`src/rtl/raisin64_mem_arbiter.sv`:
```
// ---------------------------------------------------------------------------
// raisin64_mem_arbiter
//
// Shares one memory port between the raisin64 instruction-fetch requester
// (i_*) and the data load/store requester (d_*). One requester is granted at a
// time. Its address, data and strobes are latched onto the m_* port, and the
// memory response is routed back to it. When both requesters contend, grants
// alternate, starting with fetch after reset.
//
// Optional feature macro: MEM_ARB_TIMEOUT_EN
//   When defined, a watchdog aborts a grant that sees no m_ack within TIMEOUT
//   cycles. The abort acks the requester with zero data and sets the sticky
//   err flag. When undefined, a grant waits for m_ack indefinitely and err
//   reads 0.
//
// Parameters
//   ADDR_W   byte-address width
//   DATA_W   data width (byte enables are DATA_W/8 wide)
//   TIMEOUT  watchdog limit in grant cycles (MEM_ARB_TIMEOUT_EN only)
//
// Ports
//   clk, rst_n            clock, asynchronous active-low reset
//   i_req/i_addr          fetch request, held until i_ack
//   i_ack/i_rdata         fetch done pulse and read data
//   d_req/d_we/d_addr     data request (d_we=1 store), held until d_ack
//   d_wdata/d_be          store data and byte enables
//   d_ack/d_rdata         data done pulse and load data
//   m_req/m_we/m_addr     memory request, held until m_ack
//   m_wdata/m_be          memory write data and byte enables
//   m_ack/m_rdata         memory done pulse and read data
//   err                   sticky watchdog flag
//
// state   | meaning
// --------+----------------------------------------------------------
// IDLE    | no grant; choose a winner from i_req/d_req
// GNT_I   | fetch owns the memory port, m_req held until m_ack
// GNT_D   | data owns the memory port, m_req held until m_ack
// RESP    | ack pulse to the owner; requests ignored for this cycle
// ---------------------------------------------------------------------------
module raisin64_mem_arbiter #(
  parameter int ADDR_W  = 64,
  parameter int DATA_W  = 64,
  parameter int TIMEOUT = 255
) (
  input  logic                clk,
  input  logic                rst_n,
  input  logic                i_req,
  input  logic [ADDR_W-1:0]   i_addr,
  output logic                i_ack,
  output logic [DATA_W-1:0]   i_rdata,
  input  logic                d_req,
  input  logic                d_we,
  input  logic [ADDR_W-1:0]   d_addr,
  input  logic [DATA_W-1:0]   d_wdata,
  input  logic [DATA_W/8-1:0] d_be,
  output logic                d_ack,
  output logic [DATA_W-1:0]   d_rdata,
  output logic                m_req,
  output logic                m_we,
  output logic [ADDR_W-1:0]   m_addr,
  output logic [DATA_W-1:0]   m_wdata,
  output logic [DATA_W/8-1:0] m_be,
  input  logic                m_ack,
  input  logic [DATA_W-1:0]   m_rdata,
  output logic                err
);

  localparam int BE_W = DATA_W / 8;

  typedef enum logic [1:0] {
    S_IDLE  = 2'd0,
    S_GNT_I = 2'd1,
    S_GNT_D = 2'd2,
    S_RESP  = 2'd3
  } state_t;

  state_t r_state;
  state_t w_state_nxt;

  // 1 when the data requester received the most recent grant
  logic r_last_d;

  logic w_win_i;
  logic w_win_d;
  logic w_timeout;

  logic              w_m_req_nxt;
  logic              w_m_we_nxt;
  logic [ADDR_W-1:0] w_m_addr_nxt;
  logic [DATA_W-1:0] w_m_wdata_nxt;
  logic [BE_W-1:0]   w_m_be_nxt;
  logic              w_i_ack_nxt;
  logic [DATA_W-1:0] w_i_rdata_nxt;
  logic              w_d_ack_nxt;
  logic [DATA_W-1:0] w_d_rdata_nxt;
  logic              w_err_nxt;
  logic              w_last_d_nxt;

  // Fetch wins when it is the only requester, or when both contend and data
  // had the previous grant.
  assign w_win_i = i_req & (~d_req | r_last_d);
  assign w_win_d = d_req & ~w_win_i;

`ifdef MEM_ARB_TIMEOUT_EN
  localparam int CNT_W = ($clog2(TIMEOUT + 1) > 8) ? $clog2(TIMEOUT + 1) : 8;

  logic [CNT_W-1:0] r_cnt;
  logic             w_in_gnt;

  assign w_in_gnt = (r_state == S_GNT_I) || (r_state == S_GNT_D);

  // Abort in the cycle that would bring the count to TIMEOUT. m_req is then
  // high for exactly TIMEOUT cycles.
  assign w_timeout = w_in_gnt && !m_ack && (r_cnt == CNT_W'(TIMEOUT - 1));

  // The count is cleared in IDLE, so every grant starts from zero.
  always_ff @(posedge clk or negedge rst_n) begin
    if (!rst_n) begin
      r_cnt <= '0;
    end else if (r_state == S_IDLE) begin
      r_cnt <= '0;
    end else if (w_in_gnt && !m_ack) begin
      r_cnt <= r_cnt + CNT_W'(1);
    end
  end
`else
  assign w_timeout = 1'b0;
`endif

  // State register
  always_ff @(posedge clk or negedge rst_n) begin
    if (!rst_n) begin
      r_state <= S_IDLE;
    end else begin
      r_state <= w_state_nxt;
    end
  end

  // Next-state logic
  always_comb begin
    w_state_nxt = r_state;
    case (r_state)
      S_IDLE: begin
        if (w_win_i) begin
          w_state_nxt = S_GNT_I;
        end else if (w_win_d) begin
          w_state_nxt = S_GNT_D;
        end
      end
      S_GNT_I, S_GNT_D: begin
        if (m_ack || w_timeout) begin
          w_state_nxt = S_RESP;
        end
      end
      S_RESP:  w_state_nxt = S_IDLE;
      default: w_state_nxt = S_IDLE;
    endcase
  end

  // Output logic: the next values of the registered outputs
  always_comb begin
    w_m_req_nxt   = m_req;
    w_m_we_nxt    = m_we;
    w_m_addr_nxt  = m_addr;
    w_m_wdata_nxt = m_wdata;
    w_m_be_nxt    = m_be;
    w_i_ack_nxt   = 1'b0;
    w_i_rdata_nxt = i_rdata;
    w_d_ack_nxt   = 1'b0;
    w_d_rdata_nxt = d_rdata;
    w_err_nxt     = err;
    w_last_d_nxt  = r_last_d;
    case (r_state)
      S_IDLE: begin
        if (w_win_i) begin
          w_m_req_nxt   = 1'b1;
          w_m_we_nxt    = 1'b0;
          w_m_addr_nxt  = i_addr;
          w_m_wdata_nxt = '0;
          w_m_be_nxt    = '1;
          w_last_d_nxt  = 1'b0;
        end else if (w_win_d) begin
          w_m_req_nxt   = 1'b1;
          w_m_we_nxt    = d_we;
          w_m_addr_nxt  = d_addr;
          w_m_wdata_nxt = d_wdata;
          w_m_be_nxt    = d_be;
          w_last_d_nxt  = 1'b1;
        end
      end
      S_GNT_I: begin
        if (m_ack) begin
          w_m_req_nxt   = 1'b0;
          w_i_ack_nxt   = 1'b1;
          w_i_rdata_nxt = m_rdata;
        end else if (w_timeout) begin
          w_m_req_nxt   = 1'b0;
          w_i_ack_nxt   = 1'b1;
          w_i_rdata_nxt = '0;
          w_err_nxt     = 1'b1;
        end
      end
      S_GNT_D: begin
        if (m_ack) begin
          w_m_req_nxt   = 1'b0;
          w_d_ack_nxt   = 1'b1;
          w_d_rdata_nxt = m_rdata;
        end else if (w_timeout) begin
          w_m_req_nxt   = 1'b0;
          w_d_ack_nxt   = 1'b1;
          w_d_rdata_nxt = '0;
          w_err_nxt     = 1'b1;
        end
      end
      S_RESP: begin
        w_m_req_nxt = 1'b0;
      end
      default: begin
        w_m_req_nxt = 1'b0;
      end
    endcase
  end

  // Output registers. Reset leaves last_grant on data, so fetch wins the first
  // contended grant.
  always_ff @(posedge clk or negedge rst_n) begin
    if (!rst_n) begin
      m_req    <= 1'b0;
      m_we     <= 1'b0;
      m_addr   <= '0;
      m_wdata  <= '0;
      m_be     <= '0;
      i_ack    <= 1'b0;
      i_rdata  <= '0;
      d_ack    <= 1'b0;
      d_rdata  <= '0;
      err      <= 1'b0;
      r_last_d <= 1'b1;
    end else begin
      m_req    <= w_m_req_nxt;
      m_we     <= w_m_we_nxt;
      m_addr   <= w_m_addr_nxt;
      m_wdata  <= w_m_wdata_nxt;
      m_be     <= w_m_be_nxt;
      i_ack    <= w_i_ack_nxt;
      i_rdata  <= w_i_rdata_nxt;
      d_ack    <= w_d_ack_nxt;
      d_rdata  <= w_d_rdata_nxt;
      err      <= w_err_nxt;
      r_last_d <= w_last_d_nxt;
    end
  end

endmodule

```
`config.mk`:
```
export PLATFORM = sky130hd
export DESIGN_NAME = raisin64_mem_arbiter
export DESIGN_NICKNAME = d
export VERILOG_FILES = /design/src/rtl/raisin64_mem_arbiter.sv
export SDC_FILE = /design/constraint.sdc
export NUM_CORES = 1
export LEC_CHECK = 0
export CORE_AREA = 2 2 211 213
export DETAILED_ROUTE_END_ITERATION = 8
export DIE_AREA = 0 0 213 215
export PLACE_DENSITY = 0.66
export SETUP_SLACK_MARGIN = 0.2
export SLEW_MARGIN = 40
export SYNTH_ARGS = -nofsm -noshare
export SYNTH_HDL_FRONTEND = slang
export SYNTH_SLANG_ARGS = --single-unit
```
`constraint.sdc`:
```
create_clock -name clk -period 1.7 [get_ports clk]
set_input_delay 0.34 -clock clk [delete_from_list [all_inputs] [get_ports clk]]
set_output_delay 0.34 -clock clk [all_outputs]
set_load 0.03 [all_outputs]
```
### Yosys cells after proc, flatten, opt, wreduce, memory -nomap -nowiden

Index checks and enable logic that the tools add are counted.

* bits of input ports: 270
* latch bits: 0
* flip-flop bits (word level): 271
* memories kept: 0
* word-level logic and storage cells: 48
* RAM bits: 0
* bits in read-only memories: 0
* output and inout port bits: 269

* reductions and logical operators: 7
* multipliers: 0
* magnitude comparators: 0
* equality and inequality tests: 5
* div/mod/pow operators: 0
* shift operators: 0
* bitwise logic cells: 5
* add/subtract/negate cells: 0
* multiplexer cells: 20

Operator list (number)
* $mux W64: 4
* $mux W8: 2
* $mux W1: 9
* $reduce_and A2 Y1: 4
* $mux W2: 3
* $pmux W2 S3: 1
* $eq A2 B2 Y1 const B: 2
* $ne A3 B3 Y1 const B: 1
* $pmux W1 S3: 1
* $and A1 B1 Y1: 2
* $eq A2 B1 Y1 const B: 1
* $logic_not A2 Y1: 1
* $ne A2 B1 Y1 const B: 1
* $not A1 Y1: 2
* $reduce_bool A2 Y1: 1
* $reduce_or A2 Y1: 1
* $or A1 B1 Y1: 1

### Depth between registers and ports, before layout

* depth after elaboration: 8
* gate-level depth with buffers: 7
* mapped depth without buffers: 5

### Least setup slack after synthesis

OpenSTA, ideal clock, no wires.

* kind: register -> register
* start point: reg r_state[0]
* end point: reg m_req
* data required time: 1575 ps
* data arrival time: 1418 ps
* period minus slack after synthesis: 1542 ps
* stages on the path, launching flop included: 6
* setup time: 125 ps
* path buffers: 0
* slack: 158 ps
* cells stage by stage: dfrtp_1 > inv_1 > ha_1 > inv_1 > a2bb2oi_1 > mux2_2

* cells in the longest elaborated chain, start to end: 4
* elaborated cells on any way between the ends: 9
* classes of those cells: eq/ne: 5; mux: 1; reduce/logical: 3

Ends and longest elaborated chain
* start: declaration: RTL line 77 `state_t r_state;`
* start signal: assignment: RTL line 135 `r_state <= w_state_nxt;`
* $eq A2 B1 Y1 / $eq A2 B2 Y1 (equally long branches): RTL line 173 `case (r_state)`
* $reduce_or A2 Y1 (no source line)
* $ne A2 B1 Y1 (no source line)
* $reduce_and A2 Y1 (no source line)
* end signal: assignment: RTL line 240 `m_req <= w_m_req_nxt;`
* end: declaration: RTL line 58 `output logic m_req,`

Parallel ways exist; a longest one is shown, timed or not.
A chain may end at the register's enable or synchronous reset.

### Worst setup path in the final report

* start point: reg r_state[0]
* end point: reg d_rdata[13]

* cells in the longest elaborated chain, start to end: 2

Ends and longest elaborated chain
* $eq A2 B2 Y1: RTL line 173
* $reduce_and A2 Y1 (no source line)
* end signal: assignment: RTL line 248 `d_rdata <= w_d_rdata_nxt;`
* end: declaration: RTL line 57 `output logic [DATA_W-1:0] d_rdata,`

No other way between the ends.

==> results.env <==
STATUS='finished clean'
CLOCK.FMAX_MHz=639
DRT_FIRST_PASS_ITERS=4
PLACE_CONGESTION=0.886
SLEW_VIOLATIONS=0
ANTENNA_FOUND_INITIAL=7
POST_SYNTH_MAIN_AREA_CONTRIBUTORS='sky130_fd_sc_hd__dfrtp_1 63%, sky130_fd_sc_hd__mux2_2 14%, sky130_fd_sc_hd__a22o_1 5.3%'
CRIT_TYPE='reg -> reg'
WORSTSKEWPAIRLATENCY_PS=570
SYNTH.CELLS.MOST_FREQUENT='270 x sky130_fd_sc_hd__dfrtp_1, 130 x sky130_fd_sc_hd__mux2_2, 65 x sky130_fd_sc_hd__a21oi_1, 65 x sky130_fd_sc_hd__a22o_1, 65 x sky130_fd_sc_hd__nor2_1'
CORE_AREA_MM2=0.0436
CLK_PIN_SLEW_PS=60
SYNTHCELLS=830
AVGVIACOUNTPERCELL=4.57
FINAL_CELLS=2076
CHIPHEIGHT_UM=215
POWER.DENSITY_CELL_AREA_mW_PER_MM2=2140
SYNTH.MOST_COMMON_CELL='sky130_fd_sc_hd__dfrtp_1'
FINAL_MIN_PERIOD_OVER_CLOCK_PERIOD_PCT=92.1
GRT.TOTAL_USAGE_PCT=17.5
RESIDUAL_OVERFLOW_FROM_GLOBAL_ROUTING=0
POSTSYNTHAREAPERCELL_UM2=13.0
HOLD_VIOL=0
REPORT.POWER.TOTAL_mW=41.3
POST_DRT_WL_PER_CELL_UM=20.9
RR_STARTPOINT='r_state[0]'
FINALWORSTPATHREQUIREDPERIOD_PS=1560
DRTANTENNAVIOLNETS=0
FINAL.SETUP.WORST_SLACK_PS=135
ROWS=77
STARTPOINT='r_state[0]'
WORSTSETUPSTARTPOINTTYPE='register'
RSZ0062_AT_GRT='true'
FILLERS=4063
START_UTIL_PCT=24.7
PLACEDCELLCOUNT=1938
DRIVE_GT1_SHARE_PCT=41.4
TIMING.MAX_CAP.VIOLATIONS=0
POST-PLACE-WS_PS=-233
DIE_AREA_MM2=0.0458
POST_SYNTHESIS_SEQUENTIAL_ELEMENT_COUNT=271
CRITICAL_PATH.ENDPOINT_TYPE='register'
IO_BUFFERS=537
PLACE_AREA_MM2=0.0172
MAXIMUM_IR_DROP_ON_THE_VDD_RAIL_V=0.00107
DETAIL_ROUTE.WIRELENGTH_MM=43.4
ASYNC_RESET_FF_SHARE_PCT=100
WIRE_LENGTH_OF_THE_FIRST_GLOBAL_ROUTING_PASS_MM=61.3
SYNTH_AREA_MM2=0.0108
REQUIRED_PS=2140
VIAS=9485
NUMCLOCKSINKS=271
POST-ROUTE-DRC-COUNT=0
CP_MAX_FO=8
CTS-ROOT-BUF='sky130_fd_sc_hd__clkbuf_16'
PRIMARY_FF_MASTER_SYNTH='sky130_fd_sc_hd__dfrtp_1'
SETUP_VIOL_COUNT_FINAL=0
HTREE_NUM_LEVELS=1
TRITONCTS_CLOCK_TREE='yes'
MAX-CLOCK-PATH-BUFFERS=3
FLOW.AREA_GROWTH_FROM_SYNTHESIS_PCT=78.9
FIN_WORST_HOLD_SLACK_PS=288
GRT_START_MAX_NET_PINS=58
DP.FINAL_HPWL_MM=31.5
SYNTH_WARNINGS=0
DRT_ITER0_MARKERS=417
YOSYSTOPAREACELL='sky130_fd_sc_hd__dfrtp_1'
CHIPWIDTH_UM=213
FINALCLOCKSKEW_PS=17.3
GRT_PASS1_VIAS=9839
SYNTH.DISTINCT_CELLS=28
SYNTH-EDFF-COUNT=0
POWER_LEAKAGE_nW=8.50
SYNTH_SEQUENTIAL_AREA_RATIO_PCT=63.0
WORST-ENDPOINT-ARRIVAL_PS=2010
DESIGN_AREA_MM2=0.0193
IO_PINS=539
TRITONCTS.NUM_BUFFERS=31
HOLD_PATH_CLASS='in -> async'
FIN_NETS=1732
SHARE_OF_THE_SYNTHESIZED_AREA_IN_THE_TOP_CELL_TYPE_PCT=62.8
SYN_NETS=1104
-- cells in the final DEF (no fill, tap or decap), drive strengths merged, types with 3 or more instances in the layout --
cell,n
a21oi,65
a22o,65
a31oi,64
buf,392
bufinv,3
clkbuf,54
clkdlybuf4s50,267
clkinv,4
clkinvlp,3
dfrtp,270
diode,3
ha,4
inv,6
mux2,130
nand2,5
nor2,65
o21ai,66
o22a,8
-- state kept, by name, indices dropped and copies added, names as in the netlist --
register  flops
d_rdata      64
i_rdata      64
m_addr       64
m_wdata      64
m_be          8
r_state       2
d_ack         1
i_ack         1
m_req         1
m_we          1
r_last_d      1
-- per-stage QoR --
stage,TNS (ps),util (%)
finish,0,44.1
global route,0,44.1
CTS,0,42.0
detailed placement,-23540,39.4
global placement,-19650,39.4
floorplan,0,-
-- routing by layer --
metal	vias up	GRT usage (%)	wire, um
li1	4280	-	-
met1	4648	20.0	16400
met2	469	30.0	21000
met3	84	5.83	4080
met4	4	7.18	1910
met5	-	0	25
-- final cells by class --
class	count	area [um2]	share of cell area, %
tap	592	741	3.85
timing repair buffer	668	6930	36.0
antenna	3	7.51	0.0390
sequential	271	6790	35.3
inverter	6	22.5	0.117
clock buffer	46	912	4.74
multi-input combinational	480	3710	19.3
clock inverter	10	136	0.708
-- report_power, final --
group / internal [mW] / switching (mW)
Combinational: 10.6 / 11.9
Sequential: 9.62 / 2.31
Clock: 4.14 / 2.76
-- worst max-delay path, stage by stage, from the launching register on --
cell                        delay (ps)
sky130_fd_sc_hd__dfrtp_1           390
sky130_fd_sc_hd__inv_2              80
sky130_fd_sc_hd__ha_2              200
sky130_fd_sc_hd__nand2_4           100
sky130_fd_sc_hd__buf_12            160
sky130_fd_sc_hd__clkbuf_16         170
sky130_fd_sc_hd__mux2_2            330
-- path summary, 6_finish.rpt --
path | endpoint | slack, ps | cells after the start
worst max-delay path | d_rdata[13] | 140 | 6
worst min-delay path | m_addr[16] | 290 | 2
worst max register to register | d_rdata[13] | 140 | 6
worst min register to register | r_last_d | 480 | 2
max in group asynchronous | m_be[0] | 770 | 3
min in group clk | m_addr[38] | 330 | 3
-- cell families after synthesis --
family	count (synthesis)	synth area share [%]
adders and majority gates	4	0.465
DFF	271	63.0
other	1	0.0349
buffers and inverters	79	4.01
and+or+nand+nor	72	2.59
AOI/OAI and AO/OA	272	16.2
muxes	131	13.7
-- repair_timing --
action / in CTS / in global routing
hold buffers: 1 / 0
setup buffers: 4 / 63
resized for setup: 1125 / 784
hold endpoints to repair: 33 / 0
endpoints found under the setup margin: 472 / 477
pin swaps: 0 / 2
cloned: 1 / 10
Note: power is estimated with default switching activity, not from simulation.
